**src/rtl/mem_stage_pkg.sv**
```systemverilog
// Shared types and constants for the MEM pipeline stage: op codes, exception codes,
// FSM encoding and the MEM/WB register payload.
package mem_stage_pkg;

  localparam int unsigned WORD_ADDR_W = 30;
  localparam int unsigned WORD_DATA_W = 32;
  localparam int unsigned REG_ADDR_W  = 5;
  localparam int unsigned CTRL_OP_W   = 2;
  localparam int unsigned EXP_W       = 3;
  localparam int unsigned MEM_OP_W    = 2;
  localparam int unsigned TIMEOUT_DEF = 16;

  typedef enum logic [MEM_OP_W-1:0] {
    MEM_OP_NOP = 2'd0,
    MEM_OP_LDW = 2'd1,
    MEM_OP_STW = 2'd2
  } mem_op_e;

  localparam logic [CTRL_OP_W-1:0] CTRL_OP_NOP = CTRL_OP_W'(0);

  localparam logic [EXP_W-1:0] ISA_EXP_NO_EXP     = 3'd0;
  localparam logic [EXP_W-1:0] ISA_EXP_MISS_ALIGN = 3'd4;
  localparam logic [EXP_W-1:0] ISA_EXP_BUS_ERR    = 3'd7;

  typedef enum logic [1:0] {
    ST_IDLE   = 2'd0,
    ST_ACCESS = 2'd1,
    ST_DONE   = 2'd2
  } state_e;

  typedef struct packed {
    logic [WORD_ADDR_W-1:0] pc;
    logic                   en;
    logic                   br_flag;
    logic [CTRL_OP_W-1:0]   ctrl_op;
    logic [REG_ADDR_W-1:0]  dst_addr;
    logic                   gpr_we_;
    logic [EXP_W-1:0]       exp_code;
    logic [WORD_DATA_W-1:0] out;
  } mem_wb_t;

  localparam mem_wb_t MEM_WB_RST = '{
    pc:       WORD_ADDR_W'(0),
    en:       1'b0,
    br_flag:  1'b0,
    ctrl_op:  CTRL_OP_NOP,
    dst_addr: REG_ADDR_W'(0),
    gpr_we_:  1'b1,
    exp_code: ISA_EXP_NO_EXP,
    out:      WORD_DATA_W'(0)
  };

  // Byte address to word address.
  function automatic logic [WORD_ADDR_W-1:0] word_addr(input logic [WORD_DATA_W-1:0] byte_addr);
    return byte_addr[WORD_DATA_W-1:2];
  endfunction

endpackage

```
**src/rtl/mem_stage_mem_reg.sv**
```systemverilog
// MEM/WB pipeline register: applies stall hold, flush clear and exception muxing,
// and exposes the value it is about to load for forwarding.
module mem_stage_mem_reg
  import mem_stage_pkg::*;
(
  input  logic                   clk,
  input  logic                   reset,
  input  logic                   stall,
  input  logic                   flush,
  input  logic                   busy,
  input  logic                   miss,
  input  logic                   bus_err,
  input  logic                   flushed,
  input  logic                   done,
  input  logic [MEM_OP_W-1:0]    ex_mem_op,
  input  mem_wb_t                ex_wb,
  input  logic [WORD_DATA_W-1:0] rd_data,
  output mem_wb_t                q,
  output logic [WORD_DATA_W-1:0] fwd_data
);

  mem_wb_t nxt;

  // Next MEM/WB contents; holds whenever the pipeline is not advancing.
  always_comb begin
    nxt = q;
    if (!stall && !busy) begin
      if (flush || flushed) begin
        nxt = MEM_WB_RST;
      end else if (miss || bus_err) begin
        nxt          = ex_wb;
        nxt.br_flag  = 1'b0;
        nxt.ctrl_op  = CTRL_OP_NOP;
        nxt.gpr_we_  = 1'b1;
        nxt.exp_code = miss ? ISA_EXP_MISS_ALIGN : ISA_EXP_BUS_ERR;
        nxt.out      = WORD_DATA_W'(0);
      end else begin
        nxt = ex_wb;
        // Load data only exists once the bus cycle has finished.
        if (done && (ex_mem_op == MEM_OP_LDW)) begin
          nxt.out = rd_data;
        end
      end
    end
  end

  assign fwd_data = nxt.out;

  always_ff @(posedge clk) begin
    if (!reset) begin
      q <= MEM_WB_RST;
    end else begin
      q <= nxt;
    end
  end

endmodule

```
**src/rtl/mem_stage.sv**
```systemverilog
// MEM pipeline stage: runs word loads/stores over a strobe/ready bus with a timeout,
// stalls the pipeline while the access is in flight and feeds the MEM/WB register.
module mem_stage
  import mem_stage_pkg::*;
#(
  parameter int unsigned TIMEOUT = TIMEOUT_DEF
) (
  input  logic                   clk,
  input  logic                   reset,
  input  logic                   stall,
  input  logic                   flush,
  output logic                   busy,
  output logic [WORD_DATA_W-1:0] fwd_data,
  input  logic [WORD_ADDR_W-1:0] ex_pc,
  input  logic                   ex_en,
  input  logic                   ex_br_flag,
  input  logic [MEM_OP_W-1:0]    ex_mem_op,
  input  logic [WORD_DATA_W-1:0] ex_mem_wr_data,
  input  logic [CTRL_OP_W-1:0]   ex_ctrl_op,
  input  logic [REG_ADDR_W-1:0]  ex_dst_addr,
  input  logic                   ex_gpr_we_,
  input  logic [EXP_W-1:0]       ex_exp_code,
  input  logic [WORD_DATA_W-1:0] ex_out,
  input  logic [WORD_DATA_W-1:0] bus_rd_data,
  input  logic                   bus_rdy_,
  output logic                   bus_as_,
  output logic                   bus_rw,
  output logic [WORD_ADDR_W-1:0] bus_addr,
  output logic [WORD_DATA_W-1:0] bus_wr_data,
  output logic [WORD_ADDR_W-1:0] mem_pc,
  output logic                   mem_en,
  output logic                   mem_br_flag,
  output logic [CTRL_OP_W-1:0]   mem_ctrl_op,
  output logic [REG_ADDR_W-1:0]  mem_dst_addr,
  output logic                   mem_gpr_we_,
  output logic [EXP_W-1:0]       mem_exp_code,
  output logic [WORD_DATA_W-1:0] mem_out
);

  localparam int unsigned CNT_W = $clog2(TIMEOUT);
  localparam logic [CNT_W-1:0] CNT_LAST = CNT_W'(TIMEOUT - 1);

  state_e                 state, state_nxt;
  logic [CNT_W-1:0]       cnt;
  logic [WORD_DATA_W-1:0] rd_data;
  logic                   bus_err;
  logic                   flushed;
  logic                   is_mem;
  logic                   aligned;
  logic                   req;
  logic                   miss;
  mem_wb_t                ex_wb;
  mem_wb_t                mem_q;

  assign is_mem  = ex_en && (ex_mem_op != MEM_OP_NOP);
  assign aligned = (ex_out[1:0] == 2'b00);
  assign req     = is_mem && (ex_exp_code == ISA_EXP_NO_EXP) && aligned && !flush;
  assign miss    = is_mem && !aligned;

  always_ff @(posedge clk) begin
    if (!reset) begin
      state <= ST_IDLE;
    end else begin
      state <= state_nxt;
    end
  end

  // Next state and pipeline stall request.
  always_comb begin
    state_nxt = state;
    busy      = 1'b0;
    case (state)
      ST_IDLE: begin
        if (req) begin
          busy      = 1'b1;
          state_nxt = ST_ACCESS;
        end
      end
      ST_ACCESS: begin
        busy = 1'b1;
        if (!bus_rdy_ || (cnt == CNT_LAST)) begin
          state_nxt = ST_DONE;
        end
      end
      ST_DONE: begin
        if (!stall) begin
          state_nxt = ST_IDLE;
        end
      end
      default: state_nxt = ST_IDLE;
    endcase
  end

  // Bus interface registers, wait counter and per-access status flags.
  always_ff @(posedge clk) begin
    if (!reset) begin
      cnt         <= CNT_W'(0);
      bus_as_     <= 1'b1;
      bus_rw      <= 1'b1;
      bus_addr    <= WORD_ADDR_W'(0);
      bus_wr_data <= WORD_DATA_W'(0);
      rd_data     <= WORD_DATA_W'(0);
      bus_err     <= 1'b0;
      flushed     <= 1'b0;
    end else begin
      case (state)
        ST_IDLE: begin
          cnt     <= CNT_W'(0);
          bus_err <= 1'b0;
          flushed <= 1'b0;
          if (req) begin
            bus_addr    <= word_addr(ex_out);
            bus_wr_data <= ex_mem_wr_data;
            bus_rw      <= (ex_mem_op == MEM_OP_LDW);
            bus_as_     <= 1'b0;
          end
        end
        ST_ACCESS: begin
          // A flush cannot abort the bus cycle; remember it and drop the result later.
          if (flush) begin
            flushed <= 1'b1;
          end
          if (!bus_rdy_) begin
            rd_data <= bus_rd_data;
            bus_as_ <= 1'b1;
          end else if (cnt == CNT_LAST) begin
            bus_as_ <= 1'b1;
            bus_err <= 1'b1;
          end else begin
            cnt <= cnt + CNT_W'(1);
          end
        end
        ST_DONE: begin
          if (!stall) begin
            cnt     <= CNT_W'(0);
            bus_err <= 1'b0;
            flushed <= 1'b0;
          end
        end
        default: ;
      endcase
    end
  end

  assign ex_wb = '{
    pc:       ex_pc,
    en:       ex_en,
    br_flag:  ex_br_flag,
    ctrl_op:  ex_ctrl_op,
    dst_addr: ex_dst_addr,
    gpr_we_:  ex_gpr_we_,
    exp_code: ex_exp_code,
    out:      ex_out
  };

  mem_stage_mem_reg u_mem_reg (
    .clk       (clk),
    .reset     (reset),
    .stall     (stall),
    .flush     (flush),
    .busy      (busy),
    .miss      (miss),
    .bus_err   (bus_err),
    .flushed   (flushed),
    .done      (state == ST_DONE),
    .ex_mem_op (ex_mem_op),
    .ex_wb     (ex_wb),
    .rd_data   (rd_data),
    .q         (mem_q),
    .fwd_data  (fwd_data)
  );

  assign mem_pc       = mem_q.pc;
  assign mem_en       = mem_q.en;
  assign mem_br_flag  = mem_q.br_flag;
  assign mem_ctrl_op  = mem_q.ctrl_op;
  assign mem_dst_addr = mem_q.dst_addr;
  assign mem_gpr_we_  = mem_q.gpr_we_;
  assign mem_exp_code = mem_q.exp_code;
  assign mem_out      = mem_q.out;

endmodule
```
**config.mk**
```make
export PLATFORM = sky130hd
export DESIGN_NAME = mem_stage
export DESIGN_NICKNAME = d
export VERILOG_FILES = /design/src/rtl/mem_stage_pkg.sv /design/src/rtl/mem_stage_mem_reg.sv /design/src/rtl/mem_stage.sv
export SDC_FILE = /design/constraint.sdc
export NUM_CORES = 1
export LEC_CHECK = 0
export BUFFER_PORTS_ARGS = -buffer_cell sky130_fd_sc_hd__buf_2
export CORE_MARGIN = 2
export CORE_UTILIZATION = 43
export CTS_CLUSTER_SIZE = 20
export DETAILED_ROUTE_END_ITERATION = 7
export PLACE_DENSITY = 0.76
export SYNTH_ARGS = -nofsm -noshare
export SYNTH_HDL_FRONTEND = slang
export SYNTH_SLANG_ARGS = --single-unit
```
**constraint.sdc**
```tcl
create_clock -name clk -period 1.7 [get_ports clk]
set_input_delay 0.085 -clock clk [delete_from_list [all_inputs] [get_ports clk]]
set_output_delay 0.085 -clock clk [all_outputs]
set_load 0.05 [all_outputs]
```
==> results of run 1 <==
per-layer routing:
layer / global-route usage / vias to the layer above / part of all wire
li1: - / 4208 / -
met1: 0.393 / 4713 / 0.33
met2: 0.609 / 802 / 0.47
met3: 0.123 / 281 / 0.12
met4: 0.236 / 6 / 0.081
met5: 0.0139 / - / 0.0012
worst max-delay path by stage:
stage                                      from            to  slack [ns]  cells past startpoint
after floorplan           state[0]$_SDFFE_PN0P_  fwd_data[10]       -0.14                      6
after global placement    state[1]$_SDFFE_PN0P_  fwd_data[13]       -0.14                      6
after detailed placement  state[1]$_SDFFE_PN0P_  fwd_data[13]       -0.20                      6
after CTS                 state[0]$_SDFFE_PN0P_  fwd_data[12]       -0.48                      7
after global routing      state[1]$_SDFFE_PN0P_  fwd_data[18]       -0.65                      6
final                     state[0]$_SDFFE_PN0P_  fwd_data[18]       -0.61                      6
registers in the layout, indices dropped and copies added, names as in the netlist:
name / count
state: 2
flushed: 1
bus_rw: 1
cnt: 4
bus_as_: 1
bus_wr_data: 32
rd_data: 32
u_mem_reg.q: 75
bus_err: 1
bus_addr: 30
cells by family after synthesis:
logic type / synth area share
adders and majority gates: 0.00166
AOI/OAI and AO/OA: 0.121
muxes: 0.0424
DFF: 0.475
and+or+nand+nor: 0.298
buffers and inverters: 0.0608
xor gates and xnor gates: 0.00116
layout make-up:
type / instances / area share
clock inverters: 13 / 0.0117
multi-input cells: 630 / 0.346
repair buffers: 584 / 0.347
well taps: 225 / 0.0192
flip-flops and latches: 179 / 0.245
clock buffers: 19 / 0.0302
diodes: 1 / 0.000171
inverters: 1 / 0.000256
worst max-delay path: stages (launching register included):
cell and delay [ns]:
dfxtp_2 0.34, nor4bb_4 0.28, buf_6 0.18, buf_12 0.16, mux2i_2 0.49, o31ai_4 0.15
buf_6 0.18
cell usage in the layout (no fill, tap or decap), drive strengths merged, types with 2 or more instances in the layout:
cell type    count
buf            436
or3              2
a21boi          34
o21ai           12
o21a             3
or4              3
nor2b            4
nand2          201
and2             2
mux2i           32
dfxtp          179
clkinvlp         2
o31ai           64
nand3          242
o22ai            2
bufinv           3
a21oi            4
clkbuf          31
nor4             3
nor3             3
nor2             4
dlygate4sd3    136
clkinv           4
inv              5
nand2b           3
power breakdown:
part,switching [uW],total (uW),internal [uW]
Combinational,1240,2110,873
Clock,1880,4260,2380
Sequential,55.3,4320,4260
per-stage QoR:
step	hold slack, ns	instance area (um2)	util	power (uW)
2_1_floorplan	0.208	8330	-	5310
3_3_place_gp	0.289	10600	0.613	5840
3_5_place_dp	0.295	10600	0.613	5850
4_1_cts	0.00676	13600	0.791	10300
5_1_grt	0.0436	14700	0.851	10900
6_report	0.0185	14700	0.851	10700
repair_timing:
item / 4_1_cts / 5_1_grt
resized for setup: 158 / 150
hold buffers: 136 / 0
hold endpoints to repair: 136 / 0
cloned: 17 / 12
pin swaps: 135 / 120
buffers inserted: 18 / 28
setup endpoints to repair: 101 / 123
==> run_results.csv, run 1 <==
group,metric,value,unit
worst_setup_path,rr_worst_depth,7,
min_path,hold_path.class,"input port to flip-flop",
yosys,synth_area,7550,um2
outcome,violations,"setup timing",
yosys,synthArstFlopShare,0,
sta,setup_viol,110,
sta,period_minus_slack,2.31,ns
power_and_ir_drop,peakVddDrop,0.000833,V
run,maxCapViolCount,0,
detailed_routing,routed_via_density,6.06,
yosys,synth.distinct_cells,38,
grt,grt_pass1_wl,51900,um
yosys,avgSynthCellArea,8.42,um2
detailed_routing,vias,10000,
power_and_ir_drop,leakage,0.00632,uW
floorplanning,core-area,17200,um2
grt,antenna_found_initial,3,
detailed_routing,dr.pass1.iters,5,
floorplanning,rows,48,
detailed_routing,routed_wl,42500,um
sta,final_hold_viol_count,0,
yosys,yosys.area.top_type,"dfxtp_1",
cts,clk_latency,0.44,ns
detailed_routing,wl_per_cell,25.7,um
grt,overflow,0,
placement,dp_worst_setup_slack,-0.201,ns
yosys,synth-seq-cells,179,
cts,cts_sinks,179,
final_layout,synthToLayoutAreaGrowth,94.3,%
sta,clock.fmax,433,MHz
sta,setup_slack,-0.608,ns
sta,final.period_utilization,1.36,
min_path,min_to,"u_mem_reg.q[34]$_SDFFE_PN0P_",
yosys,synth_cells,896,
sta,setup-tns-final,-32.71,ns
grt,track_usage,0.365,
worst_setup_path,crit_type,"flip-flop to output port",
yosys,ys_top_cells_by_count,"nand3_1 (222), nand2_1 (201), dfxtp_1 (179)",
final_layout,seqCellArea,3590,um2
floorplanning,io_pins,318,
worst_setup_path,r2r_start,"state[1]$_SDFFE_PN0P_",
cts,clock-root-buffer,"clkbuf_16",
final_layout,nFillCells,743,
outcome,outcome,"complete, but fails checks",
detailed_routing,drc,0,
yosys,yosysSeqAreaShare,0.475,
min_path,hold_start,"ex_exp_code[2]",
placement,port_buffers,317,
yosys,synthFlopType,"dfxtp_1",
cts,cts_tree,"done",
detailed_routing,ant_nets,0,
min_path,worstHoldPathCells,3,
yosys,synth_nets,1043,
placement,routabilityCongestion,0.831,
worst_setup_path,r2r_end,"bus_wr_data[17]$_SDFFE_PN0P_",
final_layout,multiInputGateArea,5080,um2
sta,grt_setup_unrepaired,"yes",
floorplanning,start_util,0.438,
sta,worst_clock_skew,0.0101,ns
worst_setup_path,path_max_fanout,8,
final_layout,fin_cells,1652,
yosys,synth_edf_count,0,
grt,grt_max_degree,166,
worst_setup_path,critical_path.startpoint_type,"flip-flop",
yosys,yosysMostFrequentCell,"nand3_1",
power_and_ir_drop,powerDensity,728,nW/um2
worst_setup_path,critPathArrivalTime,2.22,ns
cts,cts_buffers,17,
cts,cts_buffer_depth,2,
worst_setup_path,r2r_slack,-0.58,ns
yosys,synth_warnings,0,
detailed_routing,drtIter0Drc,1038,
final_layout,drive_gt1_frac,0.496,
grt,grt_pass1_vias,9465,
floorplanning,die_h,136,um
sta,slew_headroom,0.240,
floorplanning,die_area,18600,um2
worst_setup_path,crit_path_end_kind,"output port",
placement,placedCellCount,1438,
yosys,synth_top_area_frac,0.475,
placement,dp_hpwl,17400,um
cts,path_clk_slew,0.07,ns
floorplanning,die-width,136,um
yosys,synth_area_leaders,"dfxtp_1 (47%), nand3_1 (15%), nand2_1 (10%)",
sta,slew_violations,0,
worst_setup_path,crit_required,1.62,ns
final_layout,finalNetCount,1560,
sta,tightest_slew,1.14,ns
cts,htree_num_levels,4,
Note: power is estimated with default switching activity, not from simulation.
==> run 2: changes to the inputs <==
Settings changed: REMOVE_ABC_BUFFERS from default to 1.
==> run 2 against run 1 <==
Net effect: the flow still finishes with violations (setup timing); worst hold slack better by 0.041 ns; die area stayed put; clock skew is 0.0021 ns lower; routed wire length is 0.99% lower; flip-flop and latch count stayed put; global-route usage is 0.44 points higher; fmax is 4.0% lower; largest power group unchanged; sequential power hardly changed; clock power is 6.1% lower; critical path type unchanged; sequential share of layout area is 0.90 points lower; combinational power is 3% higher; count of clock-buffer cells in the layout stayed put.
==> run_results.csv, run 2 (same netlist as run 1, synthesis figures left out) <==
group,metric,value,unit
placement,port_buffers,317,
floorplanning,die_h,136,um
cts,clk_latency,0.43,ns
cts,clock-root-buffer,"clkbuf_16",
power_and_ir_drop,peakVddDrop,0.000786,V
grt,track_usage,0.369,
detailed_routing,routed_via_density,6.12,
placement,placedCellCount,1442,
grt,grt_pass1_vias,9889,
sta,worst_clock_skew,0.00790,ns
final_layout,largest_reg_flops,75,
placement,routabilityCongestion,0.862,
floorplanning,die-width,136,um
detailed_routing,dr.pass1.iters,6,
worst_setup_path,r2r_start,"state[1]$_SDFFE_PN0P_",
final_layout,synthToLayoutAreaGrowth,102,%
cts,path_clk_slew,0.07,ns
sta,grt_setup_unrepaired,"yes",
detailed_routing,routed_wl,42100,um
detailed_routing,ant_nets,0,
final_layout,final_cell_mix,"buf_2 (284), dfxtp_1 (177), nand2_1 (164)",
floorplanning,rows,48,
placement,dp_hpwl,16300,um
final_layout,final_common_cell,"buf_2",
final_layout,nFillCells,696,
sta,setup-tns-final,-55.39,ns
worst_setup_path,path_max_fanout,14,
grt,overflow,0,
floorplanning,start_util,0.438,
worst_setup_path,critical_path.startpoint_type,"flip-flop",
worst_setup_path,crit_required,1.62,ns
worst_setup_path,crit_path_end_kind,"output port",
sta,setup_viol,209,
detailed_routing,wl_per_cell,24.9,um
power_and_ir_drop,total_power,10500,uW
outcome,outcome,"complete, but fails checks",
sta,period_minus_slack,2.40,ns
detailed_routing,vias,10300,
worst_setup_path,r2r_end,"rd_data[20]$_SDFFE_PN0P_",
cts,cts_tree,"done",
cts,htree_num_levels,4,
grt,grt_pass1_wl,52800,um
floorplanning,core-area,17200,um2
floorplanning,io_pins,318,
cts,cts_buffer_depth,2,
cts,cts_sinks,179,
run,maxCapViolCount,0,
final_layout,fin_cells,1689,
power_and_ir_drop,powerDensity,691,nW/um2
sta,slew_headroom,0.371,
final_layout,drive_gt1_frac,0.536,
sta,final.period_utilization,1.41,
final_layout,finalNetCount,1594,
worst_setup_path,rr_worst_depth,11,
power_and_ir_drop,leakage,0.00660,uW
sta,final_hold_viol_count,0,
outcome,violations,"setup timing",
sta,setup_slack,-0.704,ns
sta,slew_violations,0,
cts,cts_buffers,17,
worst_setup_path,crit_type,"flip-flop to output port",
final_layout,top_regs,"u_mem_reg.q x75, bus_wr_data x32, rd_data x32",
worst_setup_path,r2r_slack,-0.38,ns
detailed_routing,drtIter0Drc,847,
sta,tightest_slew,0.944,ns
detailed_routing,drc,0,
grt,antenna_found_initial,4,
final_layout,top_register,"u_mem_reg.q",
worst_setup_path,crit_end,"fwd_data[29]",
worst_setup_path,crit_start,"state[1]$_SDFFE_PN0P_",
grt,grt_max_degree,144,
min_path,hold_path.class,"input port to flip-flop",
worst_setup_path,critPathArrivalTime,2.32,ns
sta,clock.fmax,416,MHz
floorplanning,die_area,18600,um2
-- run 2: changes by cell type in the layout (fill, tap and decap cells not counted), sizes merged --
cell and change:
or4 +1, diode +3, dlygate4sd3 -2, bufinv -2, clkinv +2, clkbuf -4
buf +39
-- run 2: how the worst min path moves through the flow --
| stage | from | endpoint | slack, ns | cells past startpoint |
|---|---|---|---|---|
| 2_1_floorplan | reset | bus_as_$_SDFFE_PN1P_ | 0.15 | 1 |
| 3_3_place_gp | ex_pc[4] | u_mem_reg.q[49]$_SDFFE_PN0P_ | 0.29 | 3 |
| 3_5_place_dp | ex_pc[26] | u_mem_reg.q[71]$_SDFFE_PN0P_ | 0.30 | 3 |
| 4_1_cts | ex_exp_code[2] | u_mem_reg.q[34]$_SDFFE_PN0P_ | 0.02 | 3 |
| 5_1_grt | ex_mem_op[0] | bus_rw$_SDFFE_PN1P_ | 0.06 | 4 |
| 6_report | ex_mem_op[0] | bus_rw$_SDFFE_PN1P_ | 0.06 | 4 |
-- run 2: where the power goes --
part	internal, uW	switching, uW	total (uW)
logic	914	1270	2180
clock network	2090	1910	4000
registers	4260	62.3	4330
total	7260	3250	10500
-- run 2: what timing repair did --
item                                    in CTS  in global routing
endpoints found under the setup margin     172                201
cloned                                      20                  9
hold buffers                               134                  0
setup buffers                               29                 34
resized for setup                          263                288
endpoints found under the hold margin      134                  0
pin swaps                                   97                163
-- run 2: area by class of cell --
type / instances / area, um2 / area share
clock buffer: 19 / 443 / 0.0291
timing repair buffer: 617 / 5430 / 0.357
multi-input combinational: 631 / 5340 / 0.351
antenna: 4 / 10.0 / 0.000658
sequential: 179 / 3590 / 0.236
inverter: 1 / 3.75 / 0.000247
tap: 225 / 282 / 0.0185
clock inverter: 13 / 125 / 0.00822
-- run 2: per-stage QoR --
stage | util | cell area [um2] | hold slack, ns | setup slack [ns]
6_report | 0.883 | 15200 | 0.0593 | -0.704
5_1_grt | 0.882 | 15200 | 0.0588 | -0.717
4_1_cts | 0.796 | 13700 | 0.0167 | -0.577
3_5_place_dp | 0.572 | 9860 | 0.296 | -0.364
3_3_place_gp | 0.572 | 9860 | 0.288 | -0.308
2_1_floorplan | - | 7090 | 0.147 | -5.04
-- run 2: routing by layer --
layer,GRT usage,up-vias,part of all wire
met4,0.241,0,0.086
met2,0.626,818,0.49
li1,-,4290,-
met3,0.0981,326,0.096
met5,0,-,0
met1,0.407,4897,0.33
-- run 2: worst max-delay path: stages (launching register included) --
cell	delay, ns
dfxtp_2	0.34
buf_6	0.14
nor4_4	0.22
a311o_2	0.37
buf_6	0.19
buf_12	0.18
nand2_1	0.14
o31ai_4	0.10
buf_6	0.20
